$ cat src/rtl/operand_sequencer.sv
// Operand sequencer: buffers operand pairs in a small FIFO, issues them one at a time to the
// datapath, waits for done, and presents the captured register-file value on an output stream.
module operand_sequencer #(
  parameter int unsigned WIDTH   = 32,
  parameter int unsigned ADDR_W  = 5,
  parameter int unsigned DEPTH   = 4,
  parameter int unsigned TIMEOUT = 64
) (
  input  logic                      sq_clk,
  input  logic                      sq_reset,
  input  logic                      sq_in_valid,
  output logic                      sq_in_ready,
  input  logic [WIDTH-1:0]          sq_in_a,
  input  logic [WIDTH-1:0]          sq_in_b,
  input  logic [ADDR_W-1:0]         sq_in_addr,
  output logic                      sq_start,
  output logic [WIDTH-1:0]          sq_inp1,
  output logic [WIDTH-1:0]          sq_inp2,
  output logic [ADDR_W-1:0]         sq_WriteAddress,
  output logic [ADDR_W-1:0]         sq_ReadAddress,
  input  logic                      sq_done,
  input  logic [WIDTH-1:0]          sq_read,
  output logic                      sq_out_valid,
  input  logic                      sq_out_ready,
  output logic [WIDTH-1:0]          sq_out_result,
  output logic [ADDR_W-1:0]         sq_out_addr,
  output logic                      sq_timeout,
  output logic [$clog2(DEPTH):0]    sq_count
);

  localparam int unsigned PtrW = $clog2(DEPTH);
  localparam int unsigned CntW = PtrW + 1;
  localparam int unsigned TmrW = (TIMEOUT > 1) ? $clog2(TIMEOUT) : 1;

  typedef enum logic [1:0] {StIdle, StIssue, StWait, StHold} state_e;

  state_e state_q, state_d;

  logic [WIDTH-1:0]  mem_a_q    [DEPTH];
  logic [WIDTH-1:0]  mem_b_q    [DEPTH];
  logic [ADDR_W-1:0] mem_addr_q [DEPTH];

  logic [PtrW-1:0]   wr_ptr_q, wr_ptr_d;
  logic [PtrW-1:0]   rd_ptr_q, rd_ptr_d;
  logic [CntW-1:0]   count_q, count_d;
  logic [TmrW-1:0]   timer_q, timer_d;
  logic              done_q;
  logic              timeout_q, timeout_d;
  logic [WIDTH-1:0]  op_a_q, op_a_d;
  logic [WIDTH-1:0]  op_b_q, op_b_d;
  logic [ADDR_W-1:0] op_addr_q, op_addr_d;
  logic [WIDTH-1:0]  res_q, res_d;
  logic [ADDR_W-1:0] res_addr_q, res_addr_d;

  logic push, pop, done_rise, timer_expired;

  assign sq_in_ready   = (count_q != CntW'(DEPTH));
  assign push          = sq_in_valid && sq_in_ready;
  assign pop           = (state_q == StIdle) && (count_q != '0);
  assign done_rise     = sq_done && !done_q;
  assign timer_expired = (timer_q == TmrW'(TIMEOUT - 1));

  // FIFO storage carries no reset; occupancy alone defines validity.
  always_ff @(posedge sq_clk) begin
    if (push) begin
      mem_a_q[wr_ptr_q]    <= sq_in_a;
      mem_b_q[wr_ptr_q]    <= sq_in_b;
      mem_addr_q[wr_ptr_q] <= sq_in_addr;
    end
  end

  always_ff @(posedge sq_clk or negedge sq_reset) begin
    if (!sq_reset) begin
      state_q    <= StIdle;
      wr_ptr_q   <= '0;
      rd_ptr_q   <= '0;
      count_q    <= '0;
      timer_q    <= '0;
      done_q     <= 1'b0;
      timeout_q  <= 1'b0;
      op_a_q     <= '0;
      op_b_q     <= '0;
      op_addr_q  <= '0;
      res_q      <= '0;
      res_addr_q <= '0;
    end else begin
      state_q    <= state_d;
      wr_ptr_q   <= wr_ptr_d;
      rd_ptr_q   <= rd_ptr_d;
      count_q    <= count_d;
      timer_q    <= timer_d;
      done_q     <= sq_done;
      timeout_q  <= timeout_d;
      op_a_q     <= op_a_d;
      op_b_q     <= op_b_d;
      op_addr_q  <= op_addr_d;
      res_q      <= res_d;
      res_addr_q <= res_addr_d;
    end
  end

  always_comb begin
    wr_ptr_d = push ? wr_ptr_q + PtrW'(1) : wr_ptr_q;
    rd_ptr_d = pop  ? rd_ptr_q + PtrW'(1) : rd_ptr_q;
    count_d  = count_q;
    if (push && !pop) begin
      count_d = count_q + CntW'(1);
    end else if (pop && !push) begin
      count_d = count_q - CntW'(1);
    end
  end

  always_comb begin
    state_d = state_q;
    unique case (state_q)
      StIdle:  if (count_q != '0) state_d = StIssue;
      StIssue: state_d = StWait;
      StWait: begin
        if (done_rise) begin
          state_d = StHold;
        end else if (timer_expired) begin
          state_d = StIdle;
        end
      end
      StHold:  if (sq_out_ready) state_d = StIdle;
      default: state_d = StIdle;
    endcase
  end

  always_comb begin
    op_a_d     = op_a_q;
    op_b_d     = op_b_q;
    op_addr_d  = op_addr_q;
    res_d      = res_q;
    res_addr_d = res_addr_q;
    timer_d    = timer_q;
    timeout_d  = timeout_q;
    if (pop) begin
      op_a_d    = mem_a_q[rd_ptr_q];
      op_b_d    = mem_b_q[rd_ptr_q];
      op_addr_d = mem_addr_q[rd_ptr_q];
    end
    if (state_q == StIssue) begin
      timer_d = '0;
    end
    if (state_q == StWait) begin
      timer_d = timer_q + TmrW'(1);
      if (done_rise) begin
        res_d      = sq_read;
        res_addr_d = op_addr_q;
      end else if (timer_expired) begin
        timeout_d = 1'b1;
      end
    end
  end

  always_comb begin
    sq_start     = (state_q == StIssue) || (state_q == StWait);
    sq_out_valid = (state_q == StHold);
  end

  assign sq_inp1         = op_a_q;
  assign sq_inp2         = op_b_q;
  assign sq_WriteAddress = op_addr_q;
  assign sq_ReadAddress  = op_addr_q;
  assign sq_out_result   = res_q;
  assign sq_out_addr     = res_addr_q;
  assign sq_timeout      = timeout_q;
  assign sq_count        = count_q;

endmodule

$ cat config.mk
export PLATFORM = sky130hd
export DESIGN_NAME = operand_sequencer
export DESIGN_NICKNAME = d
export VERILOG_FILES = /design/src/rtl/operand_sequencer.sv
export SDC_FILE = /design/constraint.sdc
export NUM_CORES = 1
export LEC_CHECK = 0
export ABC_AREA = 1
export CAP_MARGIN = 40
export CORE_ASPECT_RATIO = 0.6
export CORE_MARGIN = 4
export CORE_UTILIZATION = 30
export CTS_CLUSTER_DIAMETER = 40
export DETAILED_ROUTE_END_ITERATION = 8
export GPL_ROUTABILITY_DRIVEN = 0
export GPL_TIMING_DRIVEN = 0
export HOLD_SLACK_MARGIN = 0.08
export SLEW_MARGIN = 10
export SYNTH_ARGS = -nofsm -noshare
export SYNTH_HDL_FRONTEND = slang
export SYNTH_SLANG_ARGS = --single-unit
$ cat constraint.sdc
create_clock -name sq_clk -period 5.35 [get_ports sq_clk]
set_input_delay 0.8025 -clock sq_clk [delete_from_list [all_inputs] [get_ports sq_clk]]
set_output_delay 0.8025 -clock sq_clk [all_outputs]
set_load 0.02 [all_outputs]
==> summary.md, run 1 <==
| Metric | Value |
|---|---|
| Outcome | finished clean |
| Cell-internal power | 0.00802 W |
| EDFF count, synth | 276 |
| Die height | 185 um |
| Main combinational cell family by area after synthesis | simple AND/OR/NAND/NOR gates |
| Reg-to-Reg Start | sq_count[0] |
| Total CTS buffers | 46 |
| Largest net degree at the start of global routing | 71 |
| Power density over the cells | 621 nW/um2 |
| # hold bufs at CTS | 0 |
| Tot Pwr | 0.0127 W |
| Core area | 51,200 um2 |
| RR Endpoint | sq_count[2] |
| Detailed placer's ending HPWL | 27,300 um |
| CP Capture Type | output port |
| Post_cts resized | 0 |
| Fillers | 4,822 |
| Sw frac | 37.1% |
| Tmin final | 2.77 ns |
| Wire per inst | 17.6 um |
| Area grow syn2layout | 31.7% |
| Post-route DRC | 0 |
| Vias in the first global route | 10,300 |
| Worst min-delay path category | input pin to asynchronous set/reset pin |
| Die footprint | 55,800 um2 |
| N_diodes | 0 |
| Reg2reg path depth | 10 |
| Longest Clk Path Bufs | 3 |
| Skew final | 0.0233 ns |
| Leak pwr | 8.09 nW |
| Vias/cell | 4.41 |
| Final Util | 40.1% |
| Synth Area in XOR/XNOR | 0.281% |
| Pre-antenna DRT Iters | 5 |
| Worst Path Max Fanout | 4 |
| Clock root buffer | clkbuf_16 |
| Routed vias | 10,200 |
| Worst EP arrival | 1.96 ns |
| Simple logic cell fraction of the synthesized area | 14.5% |
| Sequential Power Share | 35.8% |
| Switching power | 0.00473 W |
| Area fraction in compound gates after synthesis | 4.84% |
| Grt total ovfl | 0 |
| Global-route wire length before repair | 62,100 um |
| Slew margin rel. | 53.7% |
| Setup crit start kind | flop |
| Setup-failing EPs final | 0 |
| Drt first-iter violations | 686 |
| MaxCap Viol Count | 0 |
| Flop and latch count out of synthesis | 399 |
| Hold Vio Cnt, Final | 0 |
| H-tree levels | 2 |
| Final period utilization | 51.7% |
| Worst setup path class | flop to output port |
| F_max | 361 MHz |
| # port buffers | 223 |
| Maximum vdd drop | 0.294 mV |
| Unrepaired setup endpoints after global routing | no |
| Share of cells above drive strength 1 | 11.9% |
| Synth cell types | 26 |
| Seq/Total Area, Yosys | 72.9% |
| Worst-Skew Late Latency | 0.55 ns |
| FFs w/ async S/R, synth | 30.8% |
| Final TNS setup | 0 ns |
| CTS Sinks | 399 |
| Mux cell area share after synthesis | 2.94% |
| Post-route ant nets | 0 |
| Initial antenna violation count | 5 |
| Slew of the pin with the lowest slew margin | 0.695 ns |
| Final Max Tran Viols | 0 |
| Die width | 302 um |
| Initial core utilization | 30.5% |
| Final wirelength | 40,800 um |
| WP data required | 4.55 ns |
| Primary FF master, synth | edfxtp_1 |
| Total Routing Usage GR | 14.6% |
| Combinational power share | 39.8% |
| Final setup margin | 2.58 ns |
| Post-CTS Setup Inserts | 0 |
| Fraction of the mapped netlist area in adder cells | 0.931% |
| Gate Count Post-Synth | 1,297 |
| Post-synthesis average cell area | 12.0 um2 |
| TritonCTS clock tree | built |
| I/O pins | 224 |
| Clock Power Share | 24.4% |
| Placement Setup Slack | 2.46 ns |
| Reg2Reg Setup Slack | 2.73 ns |
| Clock Pin Slew Worst Setup and Hold Paths | 0.06 ns |
| Yosys warns | 0 |
| Fin nets | 1,698 |
| Post-Syn Area | 15,600 um2 |
| Row cnt | 64 |
| Synthesized Nets | 1,414 |
==> layer usage <==
metal	vias to the layer above	share of wire (%)	GRT usage, %
met5	-	0.12	0
met4	6	1.4	2.68
met3	55	5.8	3.13
met2	240	46	23.1
met1	4967	47	20.9
li1	4930	-	-
==> cells in the mapped netlist (all sizes together), types with 3 or more instances <==
cell	n	area share, %
buf	57	2.5
nor2	286	6.9
a21oi	6	0.19
nand2	300	7.2
clkbuf	13	0.38
ha	10	0.80
inv	27	0.65
xor2	4	0.22
nor3	3	0.096
edfxtp	276	53
nand3	8	0.29
dfrtp	123	20
o21ai	143	4.6
mux2	38	2.9
==> critical path, cell delays in order, from the launching register on <==
cell,delay [ns]
dfrtp_1,0.40
inv_1,0.10
ha_1,0.31
clkdlybuf4s50_1,0.60
==> flip-flops by register name (all words and copies together) (netlist names) <==
register	count
sq_inp2	32
sq_ReadAddress	5
rd_ptr_q	2
state_q	2
mem_addr_q	20
wr_ptr_q	2
done_q	1
sq_out_addr	5
sq_timeout	1
mem_a_q	128
sq_out_result	32
sq_count	3
sq_inp1	32
mem_b_q	128
timer_q	6
==> how the worst max path moves through the flow <==
stage / from / to / cells past startpoint
after floorplan: sq_count[0] / mem_a_q[0][0] / 4
after global placement: sq_in_valid / mem_b_q[1][22] / 3
after detailed placement: sq_in_valid / sq_count[2] / 9
after CTS: state_q[1] / sq_start / 3
after global routing: sq_count[0] / sq_count[2] / 10
final: state_q[1] / sq_start / 3
==> per-stage QoR <==
step                      cell area [um2]  hold WS (ns)  instances
final                               20500         0.289       2311
after global routing                20500         0.330       2311
after floorplan                     15600         0.468       1297
after detailed placement            19000         0.464       2226
after CTS                           20500         0.287       2311
after global placement              18700         0.465       2213
==> power by group through the flow <==
stage          clock network, W  registers [W]  logic [W]
2_1_floorplan                 0        0.00513    0.00240
3_3_place_gp                  0        0.00471    0.00496
3_5_place_dp                  0        0.00463    0.00518
4_1_cts                 0.00321        0.00458    0.00520
5_1_grt                 0.00335        0.00466    0.00566
6_report                0.00311        0.00457    0.00507
==> cell type report <==
type                            instances  area [um2]  share of cell area [%]
Sequential cell                       399       11400                    55.4
Multi-Input combinational cell        801        3690                    18.0
Timing Repair Buffer                  236        2520                    12.3
Clock buffer                           61        1280                    6.24
Tap cell                              693         867                    4.23
Buffer                                 70         452                    2.20
Clock inverter                         24         236                    1.15
Inverter                               27         101                   0.494
==> logic make-up after synthesis <==
kind of cell               count (synthesis)
and+or+nand+nor                          597
AOI/OAI and AO/OA                        150
adders and majority gates                 11
muxes                                     38
DFF                                      399
buffers and inverters                     97
xor gates and xnor gates                   5
==> layout by cell type, fill, tap and decap left out, types with 4 or more instances in the layout <==
master	instances
clkbuf_2	8
o21ai_1	8
ha_1	10
nor2_4	4
nand3_1	7
clkbuf_16	49
buf_2	29
nor2_1	282
xor2_1	4
a21oi_1	6
buf_4	6
buf_12	9
dfrtp_1	123
buf_16	4
edfxtp_1	276
inv_1	24
mux2_4	8
clkinvlp_4	4
buf_6	17
inv_6	5
buf_1	6
clkbuf_1	16
mux2_2	30
nand2_1	299
o21ai_0	135
clkdlybuf4s50_1	222
No activity file was read; power rests on OpenSTA's default activity.
==> run 2: changes to the inputs <==
==> constraint.sdc (replaced) <==
create_clock -name sq_clk -period 2.7 [get_ports sq_clk]
set_input_delay 0.405 -clock sq_clk [delete_from_list [all_inputs] [get_ports sq_clk]]
set_output_delay 0.405 -clock sq_clk [all_outputs]
set_load 0.02 [all_outputs]
==> run 2 against run 1 <==
Clock skew shrank 0.0095 ns. Critical path type is now flop to flop. Die area is the same. Register-to-register slack lost 2.5 ns.
==> summary.md, run 2 (synthesis results as in run 1) <==
| Metric | Value |
|---|---|
| Outcome | finished clean |
| Hold Vio Cnt, Final | 0 (unchanged) |
| F_max | 402 MHz |
| Maximum vdd drop | 0.571 mV (+94%) |
| Reg2reg path depth | 10 (unchanged) |
| Worst Path Max Fanout | 10 (+6) |
| Share of cells above drive strength 1 | 12.0% (+0.13 points) |
| Combinational power share | 39.9% (about the same) |
| Largest registers | mem_a_q x128, mem_b_q x128 |
| Skew final | 0.0138 ns (-0.00949 ns) |
| Final period utilization | 92.1% |
| CP Capture Type | flop |
| Leak pwr | 8.07 nW (-0.23%) |
| Post-route ant nets | 0 (unchanged) |
| Max incr delay on CP | 0.41 ns (-0.19 ns) |
| Placement Setup Slack | 0.0303 ns (-2.43 ns) |
| Most common cell after layout, fill and taps aside | nand2_1 |
| Area grow syn2layout | 31.4% |
| Total CTS buffers | 46 (unchanged) |
| Post-route DRC | 0 (unchanged) |
| Worst-Skew Late Latency | 0.55 ns (about the same) |
| Final setup margin | 0.214 ns (-2.37 ns) |
| Switching power | 0.00934 W (+97%) |
| WP data required | 3.12 ns (-1.43 ns) |
| Total Routing Usage GR | 14.4% (-0.21 points) |
| Row cnt | 64 (unchanged) |
| Routed vias | 10,100 (-1.4%) |
| Pre-antenna DRT Iters | 5 (unchanged) |
| Clock Pin Slew Worst Setup and Hold Paths | 0.06 ns (about the same) |
| Reg2Reg Setup Slack | 0.21 ns (-2.52 ns) |
| Vias in the first global route | 10,200 (-1.7%) |
| Die height | 185 um (unchanged) |
| CP max-delay cell | dfrtp_1 |
| Setup crit start kind | flop |
| Tot Pwr | 0.0251 W (+97%) |
| Drt first-iter violations | 606 (-12%) |
| TritonCTS clock tree | built |
| Clock Power Share | 24.0% (-0.4 points) |
| Worst EP arrival | 2.91 ns (+0.95 ns) |
| I/O pins | 224 (unchanged) |
| Wire per inst | 17.6 um (-0.24%) |
| Die width | 302 um (unchanged) |
| Clock root buffer | clkbuf_16 |
| Fin nets | 1,699 (+0.059%) |
| # port buffers | 223 (unchanged) |
| Sequential Power Share | 36.1% (+0.3 points) |
| Grt total ovfl | 0 (unchanged) |
| Longest Clk Path Bufs | 3 (unchanged) |
| Initial antenna violation count | 6 (+1) |
| Die footprint | 55,800 um2 (unchanged) |
| Power density over the cells | 1220 nW/um2 (+97%) |
| Final Max Tran Viols | 0 (unchanged) |
| Sw frac | 37.2% (+0.14 points) |
| Worst setup path class | flop to flop |
| H-tree levels | 2 (unchanged) |
| Slew margin rel. | 56.6% (+3.0 points) |
| Detailed placer's ending HPWL | 26,800 um (-1.8%) |
| Vias/cell | 4.35 (-1.4%) |
| Global-route wire length before repair | 60,800 um (-2.2%) |
| Slew of the pin with the lowest slew margin | 0.651 ns (-0.0443 ns) |
| Largest net degree at the start of global routing | 82 (+15%) |
| Multi-input combinational cell area | 3700 um2 (+0.14%) |
| Final wirelength | 40,700 um (-0.24%) |
| Worst min-delay path category | input pin to asynchronous set/reset pin |
| Most frequent cells in the layout | nand2_1, nor2_1, edfxtp_1 |
| Fillers | 4,766 (-1.2%) |
| MaxCap Viol Count | 0 (unchanged) |
| Core area | 51,200 um2 (unchanged) |
| Setup-failing EPs final | 0 (unchanged) |
| Tmin final | 2.49 ns |
| Final Util | 40.0% (-0.093 points) |
| Cell-internal power | 0.0157 W (+96%) |
| FF+latch area | 11,400 um2 (unchanged) |
| WHS | 0.366 ns (+0.0764 ns) |
| Crit path cell chain | inv_1, ha_1, nand2_4, buf_2, ha_1, inv_1, fa_1, a21oi_1, o21ai_0, xor2_1 |
| CTS Sinks | 399 (unchanged) |
| Initial core utilization | 30.5% (unchanged) |
## run 2: cell count changes in the layout (fill, tap and decap cells not counted), moves of 2 or more
cell,before,now
buf_12,9,11
buf_16,4,2
clkbuf_1,16,11
clkbuf_16,49,46
clkbuf_8,1,3
clkinv_2,3,6
clkinv_4,3,6
inv_6,5,3
## run 2: power by group through the flow
stage          Clock [W]  Sequential, W  Combinational (W)
4_1_cts          0.00621        0.00908             0.0102
2_1_floorplan          0         0.0101            0.00477
3_3_place_gp           0        0.00925            0.00982
5_1_grt          0.00649        0.00923             0.0111
6_report         0.00602        0.00906             0.0100
3_5_place_dp           0        0.00918             0.0102
## run 2: final timing paths
kind | startpoint | end
max reg2reg | state_q[1] | sq_count[2]
min | sq_reset | sq_inp2[8]
max in group asynchronous | sq_reset | sq_out_result[20]
max | state_q[1] | sq_count[2]
min in group sq_clk | sq_done | done_q
min reg2reg | sq_inp1[17] | sq_inp1[17]
## run 2: repair_timing
| item | 4_1_cts | 5_1_grt |
|---|---|---|
| hold buffers | 1 | 0 |
| hold endpoints to repair | 42 | 0 |
| endpoints found under the setup margin | 0 | 1 |
| buffers inserted | 0 | 0 |
| gates resized for setup | 0 | 1 |
## run 2: cell type report
| cell class | instances | share of cell area, % |
|---|---|---|
| Sequential cell | 399 | 55.5 |
| Multi-Input combinational cell | 801 | 18.1 |
| Timing Repair Buffer | 237 | 12.3 |
| Clock buffer | 55 | 5.93 |
| Tap cell | 693 | 4.24 |
| Buffer | 70 | 2.21 |
| Clock inverter | 28 | 1.23 |
| Inverter | 27 | 0.495 |
| Antenna cell | 1 | 0.0122 |
## run 2: critical path, delay by kind of cell, from the launching register on
kind                     cells  cell delay (ns)
flip-flops                   1             0.41
buffers and inverters        3             0.50
adder cells (fa/ha/maj)      3             0.81
XOR/XNOR                     1             0.15
AND/OR/NAND/NOR              1             0.22
AO/OA/AOI/OAI                2             0.26
## run 2: stage by stage
stage / instance area [um2] / cells / setup TNS (ns)
after floorplan: 15600 / 1297 / -161.87
after global placement: 18700 / 2213 / -1162.08
after detailed placement: 19000 / 2226 / 0
after CTS: 20500 / 2310 / 0
after global routing: 20500 / 2311 / -0.00677
final: 20500 / 2311 / 0
## run 2: per-layer routing
| metal | vias up | wire (um) | GRT usage, % | share of wire, % |
|---|---|---|---|---|
| li1 | 4930 | - | - | - |
| met1 | 4846 | 18500 | 19.4 | 45 |
| met2 | 209 | 19200 | 23.7 | 47 |
| met3 | 66 | 2290 | 3.51 | 5.6 |
| met4 | 8 | 662 | 2.93 | 1.6 |
| met5 | - | 55 | 0 | 0.14 |
